## src/rtl/batch_chain_dispatcher_pkg.sv

```systemverilog
// Shared widths, state encoding and request payload for the batch chain dispatcher.
package batch_chain_dispatcher_pkg;

   localparam int unsigned MAX_REQUESTS     = 8;
   localparam int unsigned REQUEST_ID_WIDTH = $clog2(MAX_REQUESTS);
   localparam int unsigned PTR_WIDTH        = REQUEST_ID_WIDTH + 1;
   localparam int unsigned BANK_GROUP_WIDTH = 2;
   localparam int unsigned BANK_WIDTH       = 2;
   localparam int unsigned ROW_WIDTH        = 14;
   localparam int unsigned COLUMN_WIDTH     = 10;
   localparam int unsigned DISP_STATE_WIDTH = 3;

   typedef enum logic [DISP_STATE_WIDTH-1:0] {
      DISP_IDLE    = 3'd0,
      DISP_FREEZE  = 3'd1,
      DISP_SCAN    = 3'd2,
      DISP_FETCH   = 3'd3,
      DISP_CAPTURE = 3'd4,
      DISP_ISSUE   = 3'd5,
      DISP_CLEAR   = 3'd6
   } disp_state_t;

   typedef struct packed {
      logic [BANK_GROUP_WIDTH-1:0] bank_group;
      logic [BANK_WIDTH-1:0]       bank;
      logic [ROW_WIDTH-1:0]        row;
      logic [COLUMN_WIDTH-1:0]     column;
   } req_fields_t;

endpackage

```

## src/rtl/batch_chain_dispatcher.sv

```systemverilog
// Drains the request buffer in index order, following each entry's row-hit chain,
// and empties the buffer with a batch_clear pulse once every entry has been issued.
module batch_chain_dispatcher
   import batch_chain_dispatcher_pkg::*;
(
   input  logic                        clk,
   input  logic                        rst,
   input  logic                        start,
   output logic                        busy,
   output logic                        buf_batch_start,
   output logic                        batch_clear,
   output logic                        batch_done,
   input  logic [REQUEST_ID_WIDTH-1:0] num_requests,
   output logic [REQUEST_ID_WIDTH-1:0] rd_addr,
   input  logic [BANK_GROUP_WIDTH-1:0] rd_bank_group,
   input  logic [BANK_WIDTH-1:0]       rd_bank,
   input  logic [ROW_WIDTH-1:0]        rd_row,
   input  logic [COLUMN_WIDTH-1:0]     rd_column,
   input  logic [REQUEST_ID_WIDTH-1:0] rd_chain_next,
   input  logic                        rd_chain_valid,
   output logic                        cmd_valid,
   input  logic                        cmd_ready,
   output logic [BANK_GROUP_WIDTH-1:0] cmd_bank_group,
   output logic [BANK_WIDTH-1:0]       cmd_bank,
   output logic [ROW_WIDTH-1:0]        cmd_row,
   output logic [COLUMN_WIDTH-1:0]     cmd_column,
   output logic [REQUEST_ID_WIDTH-1:0] cmd_id,
   output logic                        cmd_row_hit,
   output logic                        chain_err
);

   disp_state_t                 state, state_nxt;
   logic [MAX_REQUESTS-1:0]     issued, issued_nxt;
   logic [PTR_WIDTH-1:0]        scan_ptr, scan_ptr_nxt;
   logic [PTR_WIDTH-1:0]        count, count_nxt;
   logic [REQUEST_ID_WIDTH-1:0] rd_addr_q, rd_addr_nxt;
   req_fields_t                 cmd_q, cmd_nxt;
   logic [REQUEST_ID_WIDTH-1:0] cmd_id_q, cmd_id_nxt;
   logic [REQUEST_ID_WIDTH-1:0] nxt_q, nxt_nxt;
   logic                        nxt_v_q, nxt_v_nxt;
   logic                        cmd_valid_q, cmd_valid_nxt;
   logic                        row_hit_q, row_hit_nxt;
   logic                        chain_err_q, chain_err_nxt;
   logic                        busy_q, busy_nxt;
   logic                        clear_q, clear_nxt;
   logic                        handshake;
   logic                        link_good;

   assign handshake = cmd_valid_q && cmd_ready;

   // The issued check also stops any chain that loops back on itself.
   assign link_good = nxt_v_q && (PTR_WIDTH'(nxt_q) < count) &&
                      !issued[nxt_q] && (nxt_q != cmd_id_q);

   always_ff @(posedge clk) begin
      if (rst) begin
         state       <= DISP_IDLE;
         issued      <= '0;
         scan_ptr    <= '0;
         count       <= '0;
         rd_addr_q   <= '0;
         cmd_q       <= '0;
         cmd_id_q    <= '0;
         nxt_q       <= '0;
         nxt_v_q     <= 1'b0;
         cmd_valid_q <= 1'b0;
         row_hit_q   <= 1'b0;
         chain_err_q <= 1'b0;
         busy_q      <= 1'b0;
         clear_q     <= 1'b0;
      end else begin
         state       <= state_nxt;
         issued      <= issued_nxt;
         scan_ptr    <= scan_ptr_nxt;
         count       <= count_nxt;
         rd_addr_q   <= rd_addr_nxt;
         cmd_q       <= cmd_nxt;
         cmd_id_q    <= cmd_id_nxt;
         nxt_q       <= nxt_nxt;
         nxt_v_q     <= nxt_v_nxt;
         cmd_valid_q <= cmd_valid_nxt;
         row_hit_q   <= row_hit_nxt;
         chain_err_q <= chain_err_nxt;
         busy_q      <= busy_nxt;
         clear_q     <= clear_nxt;
      end
   end

   always_comb begin
      state_nxt     = state;
      issued_nxt    = issued;
      scan_ptr_nxt  = scan_ptr;
      count_nxt     = count;
      rd_addr_nxt   = rd_addr_q;
      cmd_nxt       = cmd_q;
      cmd_id_nxt    = cmd_id_q;
      nxt_nxt       = nxt_q;
      nxt_v_nxt     = nxt_v_q;
      cmd_valid_nxt = cmd_valid_q;
      row_hit_nxt   = row_hit_q;
      chain_err_nxt = 1'b0;

      case (state)
         DISP_IDLE: begin
            if (start) state_nxt = DISP_FREEZE;
         end
         // One cycle late so a write accepted alongside start is in the snapshot.
         DISP_FREEZE: begin
            count_nxt    = PTR_WIDTH'(num_requests);
            issued_nxt   = '0;
            scan_ptr_nxt = '0;
            state_nxt    = DISP_SCAN;
         end
         DISP_SCAN: begin
            if (scan_ptr == count) begin
               state_nxt = DISP_CLEAR;
            end else if (issued[scan_ptr[REQUEST_ID_WIDTH-1:0]]) begin
               scan_ptr_nxt = scan_ptr + PTR_WIDTH'(1);
            end else begin
               rd_addr_nxt = scan_ptr[REQUEST_ID_WIDTH-1:0];
               row_hit_nxt = 1'b0;
               state_nxt   = DISP_FETCH;
            end
         end
         DISP_FETCH: begin
            state_nxt = DISP_CAPTURE;
         end
         DISP_CAPTURE: begin
            cmd_nxt.bank_group = rd_bank_group;
            cmd_nxt.bank       = rd_bank;
            cmd_nxt.row        = rd_row;
            cmd_nxt.column     = rd_column;
            cmd_id_nxt         = rd_addr_q;
            nxt_nxt            = rd_chain_next;
            nxt_v_nxt          = rd_chain_valid;
            cmd_valid_nxt      = 1'b1;
            state_nxt          = DISP_ISSUE;
         end
         DISP_ISSUE: begin
            if (handshake) begin
               issued_nxt[cmd_id_q] = 1'b1;
               cmd_valid_nxt        = 1'b0;
               if (link_good) begin
                  rd_addr_nxt = nxt_q;
                  row_hit_nxt = 1'b1;
                  state_nxt   = DISP_FETCH;
               end else begin
                  chain_err_nxt = nxt_v_q;
                  scan_ptr_nxt  = scan_ptr + PTR_WIDTH'(1);
                  state_nxt     = DISP_SCAN;
               end
            end
         end
         DISP_CLEAR: begin
            state_nxt = DISP_IDLE;
         end
         default: begin
            state_nxt = DISP_IDLE;
         end
      endcase

      busy_nxt  = (state_nxt != DISP_IDLE);
      clear_nxt = (state_nxt == DISP_CLEAR);
   end

   assign busy            = busy_q;
   assign buf_batch_start = busy_q;
   assign batch_clear     = clear_q;
   assign batch_done      = clear_q;
   assign rd_addr         = rd_addr_q;
   assign cmd_valid       = cmd_valid_q;
   assign cmd_bank_group  = cmd_q.bank_group;
   assign cmd_bank        = cmd_q.bank;
   assign cmd_row         = cmd_q.row;
   assign cmd_column      = cmd_q.column;
   assign cmd_id          = cmd_id_q;
   assign cmd_row_hit     = row_hit_q;
   assign chain_err       = chain_err_q;

endmodule

```

## config.mk

```make
export PLATFORM = sky130hd
export DESIGN_NAME = batch_chain_dispatcher
export DESIGN_NICKNAME = d
export VERILOG_FILES = /design/src/rtl/batch_chain_dispatcher_pkg.sv /design/src/rtl/batch_chain_dispatcher.sv
export SDC_FILE = /design/constraint.sdc
export NUM_CORES = 1
export LEC_CHECK = 0
export CAP_MARGIN = 40
export CORE_ASPECT_RATIO = 1.25
export CORE_MARGIN = 2
export CORE_UTILIZATION = 49
export CTS_BUF_LIST = sky130_fd_sc_hd__clkbuf_4
export DETAILED_ROUTE_END_ITERATION = 8
export PLACE_DENSITY = 0.83
export RECOVER_POWER = 25
export SKIP_LAST_GASP = 1
export SYNTH_ARGS = -nofsm -noshare
export SYNTH_HDL_FRONTEND = slang
export SYNTH_SLANG_ARGS = --single-unit
```

## constraint.sdc

```tcl
create_clock -name clk -period 2.26 [get_ports clk]
set_input_delay 0.452 -clock clk [delete_from_list [all_inputs] [get_ports clk]]
set_output_delay 0.452 -clock clk [all_outputs]
set_load 0.02 [all_outputs]
```

# Word-level counts from Yosys, hierarchy flattened

Index checks and enable logic that the tools add are counted.

Output and inout bits: 41
Logic and storage cells: 88
Flip-flop bits (word level): 61
Bits of input ports: 39
Bits in latches: 0
Memories kept: 0
Bits in writable memories: 0
Memory bits (read-only): 0

$add $sub $neg: 1
$lt $le $gt $ge: 5
Equal/unequal tests: 14
Reductions and logical operators: 17
Multiplexer cells: 31
Bitwise logic cells: 3
Multipliers: 0
Shift-type cells: 0
Div/mod/pow operators: 0

Operator list:

| operator            | count |
|---|---|
| $mux 3              | 8 |
| $pmux 3 s6          | 1 |
| $mux 4              | 4 |
| $pmux 8 s2          | 1 |
| $lt 3x4->1 const B  | 3 |
| $ne 2x2->1 const B  | 6 |
| $pmux 4 s3          | 1 |
| $reduce_and 5->1    | 2 |
| $eq 3x3->1 const B  | 3 |
| $mux 1              | 9 |
| $mux 8              | 1 |
| $or 8x8->8          | 1 |
| $bmux 1 s3          | 2 |
| $eq 3x2->1 const B  | 2 |
| $pmux 3 s2          | 1 |
| $reduce_bool 2->1   | 3 |
| $reduce_bool 3->1   | 2 |
| $logic_and 1x1->1   | 5 |
| $add 4x1->4 const B | 1 |
| $eq 4x3->1          | 1 |
| $pmux 1 s2          | 2 |
| $reduce_and 2->1    | 2 |
| $reduce_or 4->1     | 1 |
| $demux 1 s3         | 1 |
| other kinds (7)     | 8 |

# Logic depth before layout (Yosys ltp)

Gate-level depths: netlist of run 1.

Word-level depth: 9
Gate-level depth with buffers: 7
Gate-level depth less buffers: 7

# Worst setup path before layout of run 1

Ideal clock, no wire load.

Kind: flip-flop to flip-flop
Start point: reg nxt_q[1]
End point: reg rd_addr_q[0], in the netlist rd_addr[0]
Library setup time: 0.123 ns
Path slack: 0.172 ns
Arrival time: 1.965 ns
Clock period less this slack: 2.088 ns
Buffers on the path: 0
Data required time: 2.137 ns
Cell stages (with the launch flop): 6
Path through: dfxtp_1 mux4_1 mux2_4 nor4b_2 o21ai_2 mux2_1

Word-level cells in the longest chain between the ends: 7
Elaborated cells between the ends (all ways): 10
Those cells by class: order compare: 1; eq/ne: 2; mux: 2; reduce/logical: 5

Ends and longest elaborated chain:

| item                           | line                         | text |
|---|---|---|
| start, declared                | batch_chain_dispatcher.sv:39 | `logic [REQUEST_ID_WIDTH-1:0] nxt_q, nxt_nxt;` |
| start signal, assigned         | batch_chain_dispatcher.sv:79 | `nxt_q <= nxt_nxt;` |
| $bmux 1 s3                     | batch_chain_dispatcher.sv:53 | `!issued[nxt_q] && (nxt_q != cmd_id_q);` |
| $mux 1 (implied by the code)   | batch_chain_dispatcher.sv:53 |  |
| $logic_not 1->1                | batch_chain_dispatcher.sv:53 |  |
| $logic_and 1x1->1              | batch_chain_dispatcher.sv:52 | `assign link_good = nxt_v_q && (PTR_WIDTH'(nxt_q) < count) &&` |
| $logic_and 1x1->1 (*)          | batch_chain_dispatcher.sv:53 |  |
| $ne 2x2->1 (no line) (*)       | -                            |  |
| $reduce_and 5->1 (no line) (*) | -                            |  |
| end signal, assigned           | batch_chain_dispatcher.sv:76 | `rd_addr_q <= rd_addr_nxt;` |
| end, declared                  | batch_chain_dispatcher.sv:36 | `logic [REQUEST_ID_WIDTH-1:0] rd_addr_q, rd_addr_nxt;` |

Mark *: on every way between the ends. The rest lies on a longest branch, timed or not. The select of a mux whose other input is x is not followed.
A chain may end at the register's enable or synchronous reset.

# Final worst setup path of run 1

Ends and elaborated chain as after synthesis.

==> out/qor.yml, run 1 <==
run_status:
  status: "finished, final reports clean"
logic_synthesis:
  synth_most_common_cell: "nand2_1"
  synth_top_area_frac: 0.456
  ys_ff_latch: 61
  synth_edf_count: 0
  synth.avg_cell_area_um2: 8.37
  synthesis.area_um2: 2680
  synth_cell_types: 49
  syn_nets: 362
  syn_inst: 320
  ys_warn_count: 0
  seq_area_frac_synth: 0.456
  async_reset_ff_frac: 0
  synth_flop_cell: "dfxtp_1"
  synth_common_cells: "nand2_1 (79), dfxtp_1 (61), a21oi_1 (53), nor2_1 (24), clkbuf_1 (13)"
  yosys.area.top_type: "dfxtp_1"
  synth.area.top_cells: "dfxtp_1 (46%), nand2_1 (11%), a21oi_1 (9.9%)"
setup_path:
  startpoint: "nxt_q[1]"
  reg2reg_from: "nxt_q[1]"
  regToRegEndpoint: "rd_addr[0]"
  cp.required_ns: 2.57
  crit_arrival_ns: 2.45
  cp-start-kind: "register"
  worst-setup-path-type: "register to register"
  reg2reg_slack_ns: 0.12
  worstSetupEndpointType: "register"
  critPathMaxFanout: 4
  ff2ff_path_depth: 5
  crit_end: "rd_addr[0]"
die:
  core-area_um2: 5370
  die_w_um: 70.1
  die_h_um: 86.7
  io_pins: 80
  core.rowCount: 30
  initial_core_util: 0.499
  dieArea_um2: 6080
grt:
  antenna_found_initial: 0
  grt_use_total: 0.231
  grt_max_degree: 36
  grt_pass1_vias: 2367
  overflow: 0
  grt_pass1_wl_um: 11100
placed_design:
  gp_congestion: 0.932
  port_buffers: 79
  dp_hpwl_um: 4880
  place_ws_ns: 0.147
timing:
  relSlewSlack: 0.396
  fmax_mhz: 466
  finalClockSkew_ns: 0.0130
  tightest_slew_ns: 0.897
  period_share: 0.949
  post-route-min-period_ns: 2.14
  setup_viol: 0
  hold_viol_final: 0
  timing.final.max_slew_violations: 0
  layout_setup_ws_ns: 0.116
clock_tree:
  worstSkewPairLatency_ns: 0.43
  clk_pin_slew_ns: 0.10
  cts-root-buf: "clkbuf_4"
  h-tree-depth: 3
  cts_sinks: 61
  cts.hold.buffers_added: 0
  cts_buffers: 9
  cts_tree: "done"
  clock_path_buffers: 2
drt:
  routed_wl_um: 6820
  drt-initial-drc-count: 266
  drtAntennaViolNets: 0
  wl_per_cell_um: 14.5
  viasPerCell: 5.45
  drt_pass1_iterations: 4
  drc: 0
  vias: 2565
pwr:
  power_frac_comb: 0.324
  p_int_mw: 1.97
  power_frac_seq: 0.426
  leakage_nw: 1.31
  power_switching_mw: 1.06
  p_clk_frac: 0.250
  p_per_area_nw_per_um2: 819
  irDropWorstVdd_mv: 0.533
  p_sw_frac: 0.349
layout:
  insertedDiodeCount: 0
  drive_gt1_frac: 0.0934
  nets: 445
  final_util: 0.688
  area_delta_synth_final_pct: 37.8
hold_path:
  min_path_type: "input pin to register"
job:
  drv_cap: 0
per-stage QoR:
step / instance area (um^2) / setup TNS [ns] / std cells / total power, mW / hold WS, ns
after detailed placement: 3560 / 0 / 456 / 2.28 / 0.447
after floorplan: 2680 / 0 / 320 / 1.93 / 0.445
after global routing: 3690 / -0.00590 / 471 / 3.19 / 0.420
final: 3690 / 0 / 471 / 3.02 / 0.406
after global placement: 3560 / 0 / 456 / 2.26 / 0.441
after CTS: 3690 / 0 / 471 / 3.02 / 0.414
power by group through the flow:
stage | Combinational [mW] | Clock [mW] | Sequential [mW]
detailed placement | 0.967 | 0 | 1.31
floorplan | 0.569 | 0 | 1.36
finish | 0.979 | 0.756 | 1.29
global placement | 0.953 | 0 | 1.31
CTS | 0.972 | 0.762 | 1.29
global route | 1.07 | 0.813 | 1.30
worst max-delay path, stage by stage, from the launching register on:
cell	delay [ns]
dfxtp_1	0.39
mux4_1	0.55
mux2_4	0.32
nor4b_2	0.30
o21ai_2	0.13
mux2_1	0.33
cell usage in the layout (no fill, tap or decap), types with 2 or more instances in the layout:
cell type / instances
nand2_1: 79
clkdlybuf4s50_1: 78
dfxtp_1: 61
a21oi_1: 52
nor2_1: 24
clkbuf_4: 11
buf_4: 11
o21ai_0: 8
inv_1: 6
mux2i_1: 5
nor2b_1: 5
nand3_1: 3
xor2_1: 3
xnor2_1: 3
nor3_1: 3
mux2_1: 3
ha_1: 3
nor3b_1: 2
mux4_2: 2
mux4_1: 2
nand2b_1: 2
or2_2: 2
nor4b_1: 2
a221oi_1: 2
a31oi_1: 2
and3_1: 2
o31ai_1: 2
or4_1: 2
clkinvlp_4: 2
clkbuf_1: 2
state kept, by name, indices dropped and copies added, names as in the netlist:
name,cells
batch_clear,1
buf_batch_start,1
chain_err,1
cmd_bank,2
cmd_bank_group,2
cmd_column,10
cmd_id,3
cmd_row,14
cmd_row_hit,1
cmd_valid,1
count,3
issued,8
nxt_q,3
nxt_v_q,1
rd_addr,3
scan_ptr,4
state,3
cells by family after synthesis:
logic type,share of synthesized area
compound gates,0.167
xor+xnor,0.0196
fa+ha+maj,0.0140
buf+inv,0.0476
flops,0.456
mux,0.0733
simple gates,0.223
worst min-delay path by stage:
stage	start	to	slack, ns	cells past startpoint
3_3_place_gp	cmd_bank_group[0]	cmd_bank_group[0]	0.44	2
4_1_cts	rst	cmd_column[6]	0.41	2
5_1_grt	rst	nxt_q[2]	0.42	2
6_report	rst	nxt_q[1]	0.41	2
3_5_place_dp	cmd_bank_group[1]	cmd_bank_group[1]	0.45	2
2_1_floorplan	issued[2]	issued[2]	0.44	2
final cells by class:
type | instances | area (um^2)
fill | 456 | 1680
multi-input combinational | 232 | 1340
sequential | 61 | 1220
timing repair buffer | 93 | 896
clock buffer | 11 | 82.6
tap | 64 | 80.1
clock inverter | 4 | 50.0
inverter | 6 | 22.5
routing by layer:
layer	part of all wire	routed length [um]	up-vias	GRT usage
met5	0	0	-	0
met4	0.022	151	0	0.0979
met3	0.054	367	16	0.0698
met2	0.50	3440	81	0.382
met1	0.42	2860	1208	0.282
li1	-	-	1260	-
repair_timing:
item	CTS	global route
buffers inserted	0	0
resized for setup	0	2
setup endpoints to repair	0	2
No activity file was read; power rests on OpenSTA's default activity.
==> run 2: changes to the inputs <==
- CTS_CLUSTER_DIAMETER: unset -> 80
- PLACE_DENSITY: 0.83 -> 0.88
==> run 2 against run 1 <==
Via count is 0.86% lower. Sequential power hardly changed. Die area stayed put. Largest power group unchanged. Clock-buffer cell count is 1 lower. Largest cell class unchanged. Critical endpoint is now scan_ptr[3]. Combinational power is 1% lower. Core utilization is 0.58 points lower.
==> out/qor.yml, run 2 (synthesized netlist as in run 1, its figures left out) <==
drt:
  vias: 2543  # -0.86%
  drtAntennaViolNets: 0  # unchanged
  drt_pass1_iterations: 4  # unchanged
  viasPerCell: 5.43  # -0.22%
  drc: 0  # unchanged
  wl_per_cell_um: 14.6  # +1.2%
  drt-initial-drc-count: 205  # -23%
  routed_wl_um: 6860  # +0.56%
job:
  drv_cap: 0  # unchanged
setup_path:
  crit_arrival_ns: 2.49  # +0.04 ns
  reg2reg_slack_ns: 0.09  # -0.02 ns
  regToRegEndpoint: "scan_ptr[3]"
  crit_cells: 5  # unchanged
  crit_chain: "mux4_1, mux2_4, o31a_1, o2111a_1, o32ai_2"
  slowest_delay_ns: 0.58  # +0.03 ns
  startpoint: "nxt_q[1]"
  critPathMaxFanout: 4  # unchanged
  crit_end: "scan_ptr[3]"
  ff2ff_path_depth: 5  # unchanged
  worst-setup-path-type: "register to register"
  reg2reg_from: "nxt_q[1]"
  worstSetupEndpointType: "register"
  cp_top_family: "multiplexers"
  cp-start-kind: "register"
  cp_num_buf_inv: 0  # unchanged
  crit_slowest_cell: "mux4_1"
  cp.required_ns: 2.58  # about the same
placed_design:
  dp.cells: 453  # -0.66%
  port_buffers: 79  # unchanged
  gp_congestion: 0.864  # -7.3%
  dp_hpwl_um: 4960  # +1.6%
clock_tree:
  cts_sinks: 61  # unchanged
  cts.hold.buffers_added: 0  # unchanged
  worstSkewPairLatency_ns: 0.40  # -0.03 ns
  clk_pin_slew_ns: 0.10  # about the same
  post-cts-setup-buffers: 0  # unchanged
  cts_buffers: 9  # unchanged
  cts_tree: "done"
  cts_resized: 0  # unchanged
  h-tree-depth: 3  # unchanged
  cts-root-buf: "clkbuf_4"
  clock_path_buffers: 2  # unchanged
timing:
  timing.final.max_slew_violations: 0  # unchanged
  fmax_mhz: 461  # -1.1%
  hold_viol_final: 0  # unchanged
  tightest_slew_ns: 0.705  # -0.192 ns
  setup_viol: 0  # unchanged
  relSlewSlack: 0.530  # +0.134
  rsz0062_at_grt: "false"
  fin_tns_setup_ns: 0  # unchanged
  post-route-min-period_ns: 2.17  # +0.0236 ns
  finalClockSkew_ns: 0.0127  # -0.000266 ns
  holdWs_ns: 0.409  # +0.00264 ns
  period_share: 0.959  # +0.0104
run_status:
  status: "finished, final reports clean"
pwr:
  power_switching_mw: 1.03  # -2.1%
  power_frac_comb: 0.313  # -0.011
  p_sw_frac: 0.335  # -0.0138
  leakage_nw: 1.30  # -0.66%
  irDropWorstVdd_mv: 0.530  # -0.44%
  p_int_mw: 2.05  # +4.1%
  p_per_area_nw_per_um2: 842  # +2.8%
  p_clk_frac: 0.271  # +0.021
  power_frac_seq: 0.416  # -0.010
grt:
  grt_pass1_vias: 2465  # +4.1%
  grt_pass1_wl_um: 11200  # +1.2%
  overflow: 0  # unchanged
  antenna_found_initial: 0  # unchanged
  grt_max_degree: 37  # +2.8%
  grt_use_total: 0.229  # -0.00208
die:
  die_w_um: 70.1  # unchanged
  die_h_um: 86.7  # unchanged
  dieArea_um2: 6080  # unchanged
  initial_core_util: 0.499  # unchanged
  io_pins: 80  # unchanged
  core.rowCount: 30  # unchanged
  core-area_um2: 5370  # unchanged
layout:
  layout_common_cells: "nand2_1 (79), clkdlybuf4s50_1 (78), dfxtp_1 (61)"
  drive_gt1_frac: 0.0817  # -0.0117
  final_common_cell: "nand2_1"
  nets: 442  # -0.67%
  final_util: 0.682  # -0.00583
  fillers: 432  # -5.3%
  insertedDiodeCount: 0  # unchanged
  stdcell_count: 468  # -0.64%
  largest_reg_flops: 14  # unchanged
  area_delta_synth_final_pct: 36.7
hold_path:
  min_path_type: "input pin to register"
run 2: cell types whose count changed in the layout (fill, tap and decap cells not counted), sizes merged:
cell      change
buf           -4
bufinv        +1
clkinv        +1
clkinvlp      -1
run 2: area by class of cell:
type,instances,area [um^2],share of cell area
clock buffers,10,75.1,0.0205
clock inverters,5,76.3,0.0208
inverters,6,22.5,0.00615
multi-input cells,232,1330,0.363
flip-flops and latches,61,1220,0.334
well taps,64,80.1,0.0219
repair buffers,90,858,0.234
run 2: stage by stage:
| stage | total power [mW] | worst slack, ns | cell area (um^2) |
|---|---|---|---|
| after floorplan | 1.93 | 0.172 | 2680 |
| after global placement | 2.23 | 0.206 | 3520 |
| after detailed placement | 2.28 | 0.121 | 3520 |
| after CTS | 3.11 | 0.102 | 3670 |
| after global routing | 3.25 | 0.0460 | 3660 |
| final | 3.08 | 0.0927 | 3660 |
run 2: how the worst min path moves through the flow:
stage,cells after the start,end,start
6_report,3,rd_addr[1],rst
5_1_grt,3,rd_addr[1],rst
4_1_cts,3,rd_addr[1],rst
3_5_place_dp,2,cmd_row[2],cmd_row[2]
3_3_place_gp,2,cmd_bank_group[1],cmd_bank_group[1]
2_1_floorplan,2,issued[2],issued[2]
run 2: worst min-delay path, cell delays in order:
cell	delay [ns]
buf_2	0.12
nor2_1	0.08
mux2_1	0.12
run 2: metal layers:
metal  track usage  vias up  wire, um
li1              -     1257         -
met3        0.0523       16       364
met2         0.416       89      3590
met4        0.0909        0       140
met5             0        -         0
met1         0.261     1181      2760
run 2: power groups by stage:
| stage | Combinational [mW] | Sequential [mW] | Clock, mW |
|---|---|---|---|
| after global placement | 0.937 | 1.30 | 0 |
| after CTS | 0.978 | 1.28 | 0.848 |
| after floorplan | 0.569 | 1.36 | 0 |
| after detailed placement | 0.971 | 1.31 | 0 |
| final | 0.965 | 1.28 | 0.835 |
| after global routing | 1.05 | 1.30 | 0.902 |
==> run 3: changes to the inputs <==
- CORE_UTILIZATION: 49 -> 52
- PLACE_DENSITY: 0.88 -> 0.92
- clock period: 2.26 -> 2.8 ns (I/O delays scaled with it)
==> run 3 against run 2 <==
Global-route usage grew 1.9 points. Hold slack gained 0.050 ns. Critical path depth is the same. Sequential power shrank 18%. Setup slack gained 0.43 ns. Largest power group unchanged. Clock skew shrank 0.0022 ns.
==> out/qor.yml, run 3 (synthesized netlist as in run 1, its figures left out) <==
layout:
  largest_reg_flops: 14  # unchanged
  drive_gt1_frac: 0.0680  # -0.0137
  area_delta_synth_final_pct: 34.0
  insertedDiodeCount: 0  # unchanged
  final_common_cell: "nand2_1"
  nets: 434  # -1.8%
  fillers: 388  # -10%
  layout_common_cells: "nand2_1 (79), clkdlybuf4s50_1 (78), dfxtp_1 (61)"
die:
  die_h_um: 84.2  # -2.8%
  core.rowCount: 29  # -3.3%
  initial_core_util: 0.535  # +0.0359
  dieArea_um2: 5750  # -5.5%
  io_pins: 80  # unchanged
  core-area_um2: 5010  # -6.7%
  die_w_um: 68.2  # -2.8%
placed_design:
  dp_hpwl_um: 4820  # -2.8%
  port_buffers: 79  # unchanged
  gp_congestion: 0.898  # +4.0%
drt:
  drtAntennaViolNets: 0  # unchanged
  drc: 0  # unchanged
  drt-initial-drc-count: 209  # +2.0%
  drt_pass1_iterations: 4  # unchanged
  wl_per_cell_um: 14.6  # -0.21%
  routed_wl_um: 6710  # -2.1%
  vias: 2553  # +0.39%
  viasPerCell: 5.56  # +2.4%
grt:
  grt_use_total: 0.249  # +0.0193
  grt_pass1_vias: 2445  # -0.81%
  overflow: 0  # unchanged
  grt_pass1_wl_um: 10900  # -2.8%
  antenna_found_initial: 0  # unchanged
  grt_max_degree: 38  # +2.7%
setup_path:
  cp-start-kind: "register"
  worst-setup-path-type: "register to register"
  slowest_delay_ns: 0.61  # +0.03 ns
  cp.required_ns: 3.08  # +0.50 ns
  crit_slowest_cell: "mux4_1"
  crit_chain: "mux4_1, mux2_4, nor4_2, or4_1, o32ai_2"
  critPathMaxFanout: 6  # +2
  crit_arrival_ns: 2.56  # +0.07 ns
  worstSetupEndpointType: "register"
  reg2reg_from: "nxt_q[1]"
  startpoint: "nxt_q[1]"
timing:
  hold_viol_final: 0  # unchanged
  timing.final.max_slew_violations: 0  # unchanged
  holdWs_ns: 0.458  # +0.0499 ns
  post-route-min-period_ns: 2.28  # +0.113 ns
  setup_viol: 0  # unchanged
  rsz0062_at_grt: "false"
  period_share: 0.814  # -0.144
  relSlewSlack: 0.337  # -0.193
  fin_tns_setup_ns: 0  # unchanged
  finalClockSkew_ns: 0.0105  # -0.00220 ns
  tightest_slew_ns: 0.983  # +0.279 ns
  fmax_mhz: 438  # -5.0%
hold_path:
  min_path_type: "register to register"
  min_from: "cmd_row[6]"
pwr:
  p_per_area_nw_per_um2: 669  # -21%
  power_frac_seq: 0.438  # +0.022
  p_sw_frac: 0.348  # +0.0124
  leakage_nw: 1.26  # -2.9%
  power_switching_uw: 835  # -19%
  p_clk_frac: 0.249  # -0.022
  p_int_mw: 1.57  # -24%
  power_frac_comb: 0.313  # about the same
  irDropWorstVdd_mv: 0.419  # -21%
job:
  drv_cap: 0  # unchanged
clock_tree:
  cts_buffers: 9  # unchanged
  post-cts-setup-buffers: 0  # unchanged
  clk_pin_slew_ns: 0.10  # about the same
  worstSkewPairLatency_ns: 0.40  # about the same
  cts_tree: "done"
  cts.hold.buffers_added: 0  # unchanged
  cts-root-buf: "clkbuf_4"
  clock_path_buffers: 2  # unchanged
  h-tree-depth: 3  # unchanged
  cts_sinks: 61  # unchanged
  cts_resized: 0  # unchanged
run_status:
  status: "finished, final reports clean"
==> run 3: path summary, 6_finish.rpt <==
check	to	slack [ns]	cells after the start
worst min register to register	cmd_row[6]	0.46	2
worst max-delay path	scan_ptr[3]	0.52	5
worst min-delay path	cmd_row[6]	0.46	2
worst max register to register	scan_ptr[3]	0.52	5
==> run 3: power groups by stage <==
stage | logic, mW | clock network, mW | registers [mW]
2_1_floorplan | 0.460 | 0 | 1.10
3_3_place_gp | 0.722 | 0 | 1.06
3_5_place_dp | 0.746 | 0 | 1.07
4_1_cts | 0.751 | 0.605 | 1.05
5_1_grt | 0.811 | 0.645 | 1.07
6_report | 0.752 | 0.598 | 1.05
==> run 3: worst max-delay path: cells and delay by family, from the launching register on <==
kind	cells	cell delay (ns)
AOI/OAI and AO/OA	1	0.06
and+or+nand+nor	2	0.72
DFF	1	0.46
muxes	2	0.92
==> run 3: per-stage QoR <==
step / power, mW / setup slack [ns] / utilization / std cells / area [um^2]
2_1_floorplan: 1.56 / 0.712 / - / 320 / 2680
3_3_place_gp: 1.79 / 0.638 / 0.691 / 443 / 3460
3_5_place_dp: 1.82 / 0.565 / 0.691 / 443 / 3460
4_1_cts: 2.41 / 0.541 / 0.718 / 459 / 3590
5_1_grt: 2.52 / 0.422 / 0.717 / 459 / 3590
6_report: 2.40 / 0.519 / 0.717 / 459 / 3590
==> run 3: cell type report <==
type | instances | area (um^2) | share of cell area
tap | 62 | 77.6 | 0.0216
sequential | 61 | 1220 | 0.340
multi-input combinational | 232 | 1330 | 0.370
inverter | 6 | 22.5 | 0.00628
clock buffer | 11 | 82.6 | 0.0230
clock inverter | 5 | 51.3 | 0.0143
timing repair buffer | 82 | 806 | 0.225
==> run 3: per-layer routing <==
layer	wire length, um	vias up	global-route usage
met4	232	0	0.115
met1	2660	1174	0.288
met5	0	-	0
met2	3380	109	0.410
li1	-	1242	-
met3	439	28	0.0764
==> RTL change, RTL diff (flow settings as in run 3) <==
`MAX_REQUESTS`: 8 -> 16.
--- a/src/rtl/batch_chain_dispatcher_pkg.sv
+++ b/src/rtl/batch_chain_dispatcher_pkg.sv
@@ -3,3 +3,3 @@
 
-   localparam int unsigned MAX_REQUESTS     = 8;
+   localparam int unsigned MAX_REQUESTS     = 16;
    localparam int unsigned REQUEST_ID_WIDTH = $clog2(MAX_REQUESTS);
Ports: changed (resized cmd_id, num_requests, rd_addr and rd_chain_next); port bits go from 80 to 84. No check against the original RTL was run, so the function may have changed too.
==> RTL change against run 3 <==
  * Clock power is 9.7% higher
  * Power is 17% higher
  * Sequential power is 22% higher
  * Clock skew is 1.9 ps lower
  * Critical path type unchanged
  * Wire length is 29% higher
  * Combinational power is 15% higher
  * Largest power group unchanged
  * Setup slack worse by 200 ps
  * Cell count is 17% higher
  * Design area is 19% higher
  * Sequential cell count is 13 higher
  * Synthesized area is 24% higher
  * Largest cell class unchanged
  * First-iteration DRC count is 10% higher
==> RTL change: results (changes against run 3) <==
ys_types: 53  # +8.2%
yosys_warnings: 0  # unchanged
vdd_drop_max_uv: 408  # -2.7%
syn_nets: 422  # +17%
layout.nets: 493  # +14%
pre_cts_slack_ps: 332  # -233 ps
status: "finished clean"
numPortBuffers: 83  # +5.1%
power_leakage_nw: 1.50  # +19%
wl_per_cell_microns: 16.0  # +9.6%
grt_pass1_wl_mm: 14.2  # +30%
grt_pass1_vias: 3043  # +24%
fillers: 509  # +31%
largest_reg_flops: 16  # +2
drtPass1Iterations: 5  # +1
async_reset_ff_share_pct: 0  # unchanged
place.gp.congestion: 0.915  # +1.9%
fin_skew_ps: 8.64  # -1.90 ps
antenna_cells: 0  # unchanged
worstSkewPairLatency_ps: 430  # +30 ps
synth_common_cells: "nand2_1 (83), dfxtp_1 (74), a21oi_1 (48), nor2_1 (25), clkbuf_1 (20)"
grt_use_total_pct: 26.5  # +1.7 points
tightest_slew_ps: 1070  # +86.5 ps
synth_area_leaders: "dfxtp_1 (45%), nand2_1 (9.4%), a21oi_1 (7.3%), mux4_2 (3.4%), nor2_1 (2.8%)"
timing.fmax_ghz: 0.402  # -8.2%
cts_resized: 0  # unchanged
clock_tree.buffer_depth: 2  # unchanged
drive_gt1_share_pct: 8.39  # +1.6 points
cts-buffers-inserted: 9  # unchanged
viasPerCell: 5.72  # +2.8%
htree_levels: 3  # unchanged
path_max_fanout: 10  # +4
worstPathArrival_ps: 2820  # +260 ps
grt_max_degree: 55  # +45%
dpl.hpwl_mm: 6.10  # +26%
initialDrtViolationCount: 230  # +10%
ys_seq_area_share_pct: 44.7  # -0.84 points
cts_root_buf: "clkbuf_4"
clk_pin_slew_ps: 120  # +20 ps
regMostFlops: "issued"
## RTL change: tightest hold or removal path, stage by stage (launching register included)
cell and delay [ps]:
dfxtp_1 330, nand2_1 50, a21oi_1 50
## RTL change: power by group
part           switching [mW]  internal [mW]  total, mW
Combinational           0.500          0.362      0.862
Sequential              0.114           1.17       1.28
Clock                   0.386          0.270      0.656
Total                    1.00           1.80       2.80
## RTL change: final cells by class
cell class	instances	area, sq um	share of cell area (%)
multi-input cells	264	1650	38.6
flip-flops and latches	74	1480	34.6
repair buffers	89	866	20.2
well taps	85	106	2.48
clock inverters	7	70.1	1.64
clock buffers	9	67.6	1.58
inverters	10	37.5	0.876
## RTL change: logic make-up (layout without fill, tap and decap cells)
kind of cell / Yosys count / after routing / share of synthesized area, %
AND/OR/NAND/NOR: 145 / 145 / 20.2
adder cells (fa/ha/maj): 4 / 4 / 1.51
buffers and inverters: 39 / 115 / 5.29
multiplexers: 18 / 18 / 9.03
flip-flops: 74 / 74 / 44.7
XOR/XNOR: 8 / 8 / 2.12
AO/OA/AOI/OAI: 89 / 89 / 17.1
## RTL change: final timing paths
path | from | end | depth (start not counted)
max | nxt_q[0]$_SDFFE_PP0P_ | rd_addr[2]$_SDFFE_PP0P_ | 6
min | cmd_row[7]$_SDFFE_PP0P_ | cmd_row[7]$_SDFFE_PP0P_ | 2
max reg2reg | nxt_q[0]$_SDFFE_PP0P_ | rd_addr[2]$_SDFFE_PP0P_ | 6
min reg2reg | cmd_row[7]$_SDFFE_PP0P_ | cmd_row[7]$_SDFFE_PP0P_ | 2
## RTL change: metal layers
layer / share of wire (%) / up-vias / track usage [%]
met5: 0 / - / 0
met4: 3.6 / 0 / 14.9
met3: 6.3 / 31 / 6.57
met2: 51 / 109 / 41.5
met1: 39 / 1471 / 32.7
li1: - / 1464 / -
## RTL change: per-stage QoR
stage | power [mW] | hold slack [ps] | instances | instance area [sq um]
after CTS | 2.82 | 451 | 538 | 4290
after detailed placement | 2.17 | 446 | 522 | 4160
after global routing | 2.95 | 470 | 538 | 4280
after floorplan | 1.83 | 440 | 377 | 3310
final | 2.80 | 464 | 538 | 4280
after global placement | 2.14 | 441 | 522 | 4160
